--- src/rtl/coproc_cmd_issuer.sv ---
// Coprocessor command issuer: accepts one host command, pulses ENABLE, waits for a fresh FLAG_DONE and holds the response until rsp_ready.
// NOP answers 1 cycle after accept, others ENABLE_HOLD + clear + done waits + 1; optional wait timeout under CMD_ISSUER_TIMEOUT_EN.
module coproc_cmd_issuer #(
  parameter int ENABLE_HOLD    = 4,
  parameter int TIMEOUT_CYCLES = 1000000,
  parameter int TIMER_W        = 20
) (
  input  logic        clock,
  input  logic        reset_n,
  input  logic        cmd_valid,
  output logic        cmd_ready,
  input  logic [2:0]  cmd_op,
  input  logic [17:0] cmd_addr,
  input  logic [7:0]  cmd_data,
  output logic [2:0]  INSTRUCTION,
  output logic [17:0] MEM_ADDR,
  output logic [7:0]  DATA_IN,
  output logic        ENABLE,
  input  logic        FLAG_DONE,
  input  logic        FLAG_ERROR,
  input  logic        FLAG_ZOOM_MAX,
  input  logic        FLAG_ZOOM_MIN,
  input  logic [7:0]  DATA_OUT,
  output logic        rsp_valid,
  input  logic        rsp_ready,
  output logic [7:0]  rsp_data,
  output logic [1:0]  rsp_status,
  output logic [1:0]  rsp_zoom,
  output logic        busy
);

  localparam logic [2:0] OP_NOP   = 3'b000;
  localparam logic [2:0] OP_RESET = 3'b111;
  localparam logic [1:0] ST_OK      = 2'b00;
  localparam logic [1:0] ST_ERROR   = 2'b01;
  localparam logic [1:0] ST_TIMEOUT = 2'b10;
  localparam logic [TIMER_W-1:0] HOLD_LAST = TIMER_W'(ENABLE_HOLD - 1);
  localparam logic [TIMER_W-1:0] TIMER_MAX = TIMER_W'(TIMEOUT_CYCLES - 1);

  typedef enum logic [2:0] {
    S_IDLE, S_ISSUE, S_WAIT_CLR, S_WAIT_DONE, S_RESPOND
  } state_t;

  state_t             state, state_nxt;
  logic [TIMER_W-1:0] timer;
  logic               timeout_hit;

`ifdef CMD_ISSUER_TIMEOUT_EN
  assign timeout_hit = (timer == TIMER_MAX);
`else
  assign timeout_hit = 1'b0;
`endif

  always_ff @(posedge clock) begin
    if (!reset_n) state <= S_IDLE;
    else          state <= state_nxt;
  end

  always_comb begin
    state_nxt = state;
    case (state)
      S_IDLE:      if (cmd_valid) state_nxt = (cmd_op == OP_NOP) ? S_RESPOND : S_ISSUE;
      S_ISSUE:     if (timer == HOLD_LAST)
                     state_nxt = (INSTRUCTION == OP_RESET) ? S_RESPOND : S_WAIT_CLR;
      S_WAIT_CLR:  if (!FLAG_DONE)       state_nxt = S_WAIT_DONE;
                   else if (timeout_hit) state_nxt = S_RESPOND;
      S_WAIT_DONE: if (FLAG_DONE || timeout_hit) state_nxt = S_RESPOND;
      S_RESPOND:   if (rsp_ready) state_nxt = S_IDLE;
      default:     state_nxt = S_IDLE;
    endcase
  end

  always_comb begin
    cmd_ready = (state == S_IDLE);
    ENABLE    = (state == S_ISSUE);
    rsp_valid = (state == S_RESPOND);
    busy      = (state != S_IDLE);
  end

  // Restarts on every state change; capping at TIMEOUT_CYCLES-1 keeps it from wrapping.
  always_ff @(posedge clock) begin
    if (!reset_n)                timer <= '0;
    else if (state_nxt != state) timer <= '0;
    else if (timer != TIMER_MAX) timer <= timer + 1'b1;
  end

  always_ff @(posedge clock) begin
    if (!reset_n) begin
      INSTRUCTION <= '0;
      MEM_ADDR    <= '0;
      DATA_IN     <= '0;
      rsp_data    <= '0;
      rsp_status  <= ST_OK;
      rsp_zoom    <= '0;
    end else begin
      if (state == S_IDLE && cmd_valid) begin
        INSTRUCTION <= cmd_op;
        MEM_ADDR    <= cmd_addr;
        DATA_IN     <= cmd_data;
      end
      if (state != S_RESPOND && state_nxt == S_RESPOND) begin
        if (state == S_WAIT_DONE && FLAG_DONE) begin
          rsp_data   <= DATA_OUT;
          rsp_zoom   <= {FLAG_ZOOM_MAX, FLAG_ZOOM_MIN};
          rsp_status <= FLAG_ERROR ? ST_ERROR : ST_OK;
        end else begin
          // NOP, RESET and timeout carry no coprocessor data.
          rsp_data   <= '0;
          rsp_zoom   <= '0;
          rsp_status <= (state == S_WAIT_CLR || state == S_WAIT_DONE) ? ST_TIMEOUT : ST_OK;
        end
      end
    end
  end

endmodule
--- config.mk ---
export PLATFORM = sky130hd
export DESIGN_NAME = coproc_cmd_issuer
export DESIGN_NICKNAME = d
export VERILOG_FILES = /design/src/rtl/coproc_cmd_issuer.sv
export SDC_FILE = /design/constraint.sdc
export NUM_CORES = 1
export LEC_CHECK = 0
export ABC_AREA = 1
export BUFFER_PORTS_ARGS = -buffer_cell sky130_fd_sc_hd__buf_2
export CAP_MARGIN = 15
export CORE_UTILIZATION = 55
export DETAILED_ROUTE_END_ITERATION = 7
export HOLD_SLACK_MARGIN = 0.05
export PLACE_DENSITY = 0.83
export SYNTH_ARGS = -nofsm -noshare
export SYNTH_HDL_FRONTEND = slang
export SYNTH_SLANG_ARGS = --single-unit
--- constraint.sdc ---
create_clock -name clock -period 3.7 [get_ports clock]
set_input_delay 0.37 -clock clock [delete_from_list [all_inputs] [get_ports clock]]
set_output_delay 0.37 -clock clock [all_outputs]
set_load 0.01 [all_outputs]
==> results.md <==
- Global-route wire length before repair: about 10,000 um
- Clock latency on the worst-skew pair: 0.35 ns
- CP Launch Type: flop
- Most frequent cells in the layout: nand2_1, buf_2, dfxtp_1
- Grt met2 use: 40.6%
- Power per cell area: 425 nW/um^2
- #FFs+latches synth: 64
- Final setup margin: roughly 1.5 ns
- Worst path cell trace: nor2_2 > nand2_4 > inv_6 > nand2_4 > nor2_2 > nor2_1 > nand3_1 > nand2_1 > clkinv_1 > nand3_2 > nor2_2
- Mapped Area: between 2000 and 3000 um^2
- Initial antenna violation count: 0
- Clock share of power: 39.9%
- P&R area growth vs syn: 22.7%
- # DRC: 0
- Peak Freq: around 0.45 GHz
- Starting Density: 56.8%
- Routed len/inst: 11.7 um
- Final setup viols: 0
- Pre-CTS WS: 1.41 ns
- CP max FO: 33
- Cts hold-fix bufs: 0
- Die width: around 75 um
- IO buf count: 89
- Post-layout util: a little over two thirds
- Bufs and invs on worst path: 2
- Vias in the first global route: around 2,500
- Final Slew Violations: 0
- Detailed-route via count: 2,756
- Number of max-cap violations: 0
- Met3 GRT Util: 11.5%
- Comb pwr share: around an eighth
- CP Class: flop to flop
- Skew final: 0.0119 ns
- Slowest library cell on the worst path: nand3_2
- Root Driver: clkbuf_8
- Sw Share: around a quarter
- Worst slew pin tran: roughly 0.60 ns
- Seq pwr share: 48.4%
- Share of cells above drive strength 1: 30.3%
- Core ar.: 5110 um^2
- Drt total wl: 6440 um
- GR met1 Demand/Resource: 27.1%
- Peak supply drop: 0.000325 V
- Setup bufs post-CTS: 0
- Synth Area per Inst: 7.41 um^2
- Sequential element share of the synthesized area: 44.1%
- Die Y: 74.7 um
- Post-DRT Antenna Nets: 0
- Fin nets: 523
- CP peak stage delay: 0.47 ns
- Synth Warn #: 0
- Worst Path Required: 3.97 ns
- I/O pins: 90
- HP Class: input port to flop
- Relative slew margins: 60.2%
- Switch Pwr: 402 uW
- Unrepaired setup endpoints after global routing: false
- Internal Pwr Total: 1110 uW
- Die area: about 5600 um^2
- Via-per-instance ratio: 4.99
- Drt pass-1 iters: 4
- LEAKAGE: 0.00155 uW
- Final worst-path cycle share: between 50 and 60%
- Pin count of the biggest net entering global routing: 42
- Status: completed
- Final TNS setup: 0 ns
- Reg clk slew, reported paths: 0.07 ns
- Tot Pwr: 1510 uW
- CTS tree: yes
- FP Rows: 26
- CTS resizes: 0
- Number of clock sinks: 64
- Synthesized instance count: about 390
- Crit path DAT: approximately 2.5 ns
- Htree depth: 3
- Clock Tree Buf Depth: 2
- Most used cell, CP: nor2_2
- DRT iter0 DRCs: 155
- Total CTS buffers: 9
- Syn_nets: 438
- GRT Total Usage: 24.3%
- Layout filler cell count: roughly 420
- Yosys cell types: 31
- Ant diodes: 0
- RD Place Congestion: 0.828
- HPWL after DPL: 4590 um
- Global route hottest layer: met2
- Most common cell after layout, fill and taps aside: nand2_1
- Final period demand of the worst path: between 2 and 2.5 ns
- Fin. Hold Viols: 0
- Total gr overflow: 0
- CP Capture Type: flop
- Delay-heaviest family, CP: simple AND/OR/NAND/NOR gates
## state kept, by name, indices dropped and copies added (netlist names)
| name | flops |
|---|---|
| timer | 20 |
| MEM_ADDR | 18 |
| DATA_IN | 8 |
| rsp_data | 8 |
| INSTRUCTION | 3 |
| state | 3 |
| rsp_status | 2 |
| rsp_zoom | 2 |
## per-layer routing
metal | up-vias | share of wire (%)
met5 | - | 0
li1 | 1419 | -
met4 | 0 | 1.1
met2 | 67 | 49
met1 | 1259 | 43
met3 | 11 | 6.9
## cells in the mapped netlist
master / count / area [um^2]
nand2_2: 3 / 18.8
nor3_1: 4 / 20.0
nor2_1: 28 / 105
ha_1: 1 / 12.5
clkinv_1: 1 / 3.75
o21ai_0: 6 / 30.0
inv_1: 33 / 124
a21oi_1: 45 / 225
nor3b_1: 1 / 7.51
xor2_1: 11 / 96.3
nand3_1: 36 / 180
nand2_1: 92 / 345
buf_2: 1 / 5.00
inv_6: 1 / 8.76
nand2_4: 2 / 22.5
nor2_2: 25 / 156
or2_1: 1 / 6.26
buf_4: 1 / 7.51
clkbuf_1: 12 / 45.0
or2_4: 1 / 8.76
nor3_2: 1 / 10.0
inv_2: 2 / 7.51
nor2b_4: 1 / 13.8
nand3_2: 3 / 30.0
dfxtp_1: 64 / 1280
xnor2_1: 4 / 35.0
nor2_4: 1 / 11.3
nor3b_2: 1 / 12.5
nor4_1: 3 / 18.8
nand4_1: 5 / 31.3
buf_6: 2 / 22.5
## cells by family after synthesis
family                   after synthesis  synth area share (%)
AO/OA/AOI/OAI                         51                  8.79
XOR/XNOR                              15                  4.53
adder cells (fa/ha/maj)                1                 0.431
buffers and inverters                 53                  7.72
flip-flops                            64                  44.1
AND/OR/NAND/NOR                      208                  34.4
## final cells by class
class	instances	area, um^2	area share, %
Sequential cell	64	1280	36.0
Tap cell	70	87.6	2.46
Inverter	37	144	4.04
Timing Repair Buffer	90	453	12.7
Clock buffer	11	141	3.97
Multi-Input combinational cell	275	1400	39.2
Clock inverter	5	56.3	1.58
## tightest hold or removal path: stages
cell and delay [ns]:
buf_2 0.09, nand2_1 0.05, a21oi_1 0.05
## through the flow
step / std cells / hold slack, ns / cell area (um^2)
CTS: 552 / 0.263 / 3560
global route: 552 / 0.260 / 3560
detailed placement: 536 / 0.439 / 3360
global placement: 536 / 0.428 / 3360
floorplan: 392 / 0.461 / 2900
finish: 552 / 0.270 / 3560
## power by group through the flow
stage	clock [uW]	sequential, uW	combinational [uW]
2_1_floorplan	0	757	106
3_3_place_gp	0	746	173
3_5_place_dp	0	747	177
4_1_cts	610	731	178
5_1_grt	645	735	195
6_report	603	732	176
## path summary, 6_finish.rpt
| kind | slack (ns) | cells past startpoint | start | endpoint |
|---|---|---|---|---|
| worst max register to register | 1.48 | 11 | state[1]$_SDFF_PN0_ | timer[19]$_SDFFE_PP0P_ |
| worst max-delay path | 1.48 | 11 | state[1]$_SDFF_PN0_ | timer[19]$_SDFFE_PP0P_ |
| worst min-delay path | 0.27 | 3 | DATA_OUT[2] | rsp_data[2]$_SDFFE_PN0P_ |
| worst min register to register | 0.45 | 2 | rsp_status[1]$_SDFFE_PN0P_ | rsp_status[1]$_SDFFE_PN0P_ |
No activity file was read; power rests on OpenSTA's default activity.
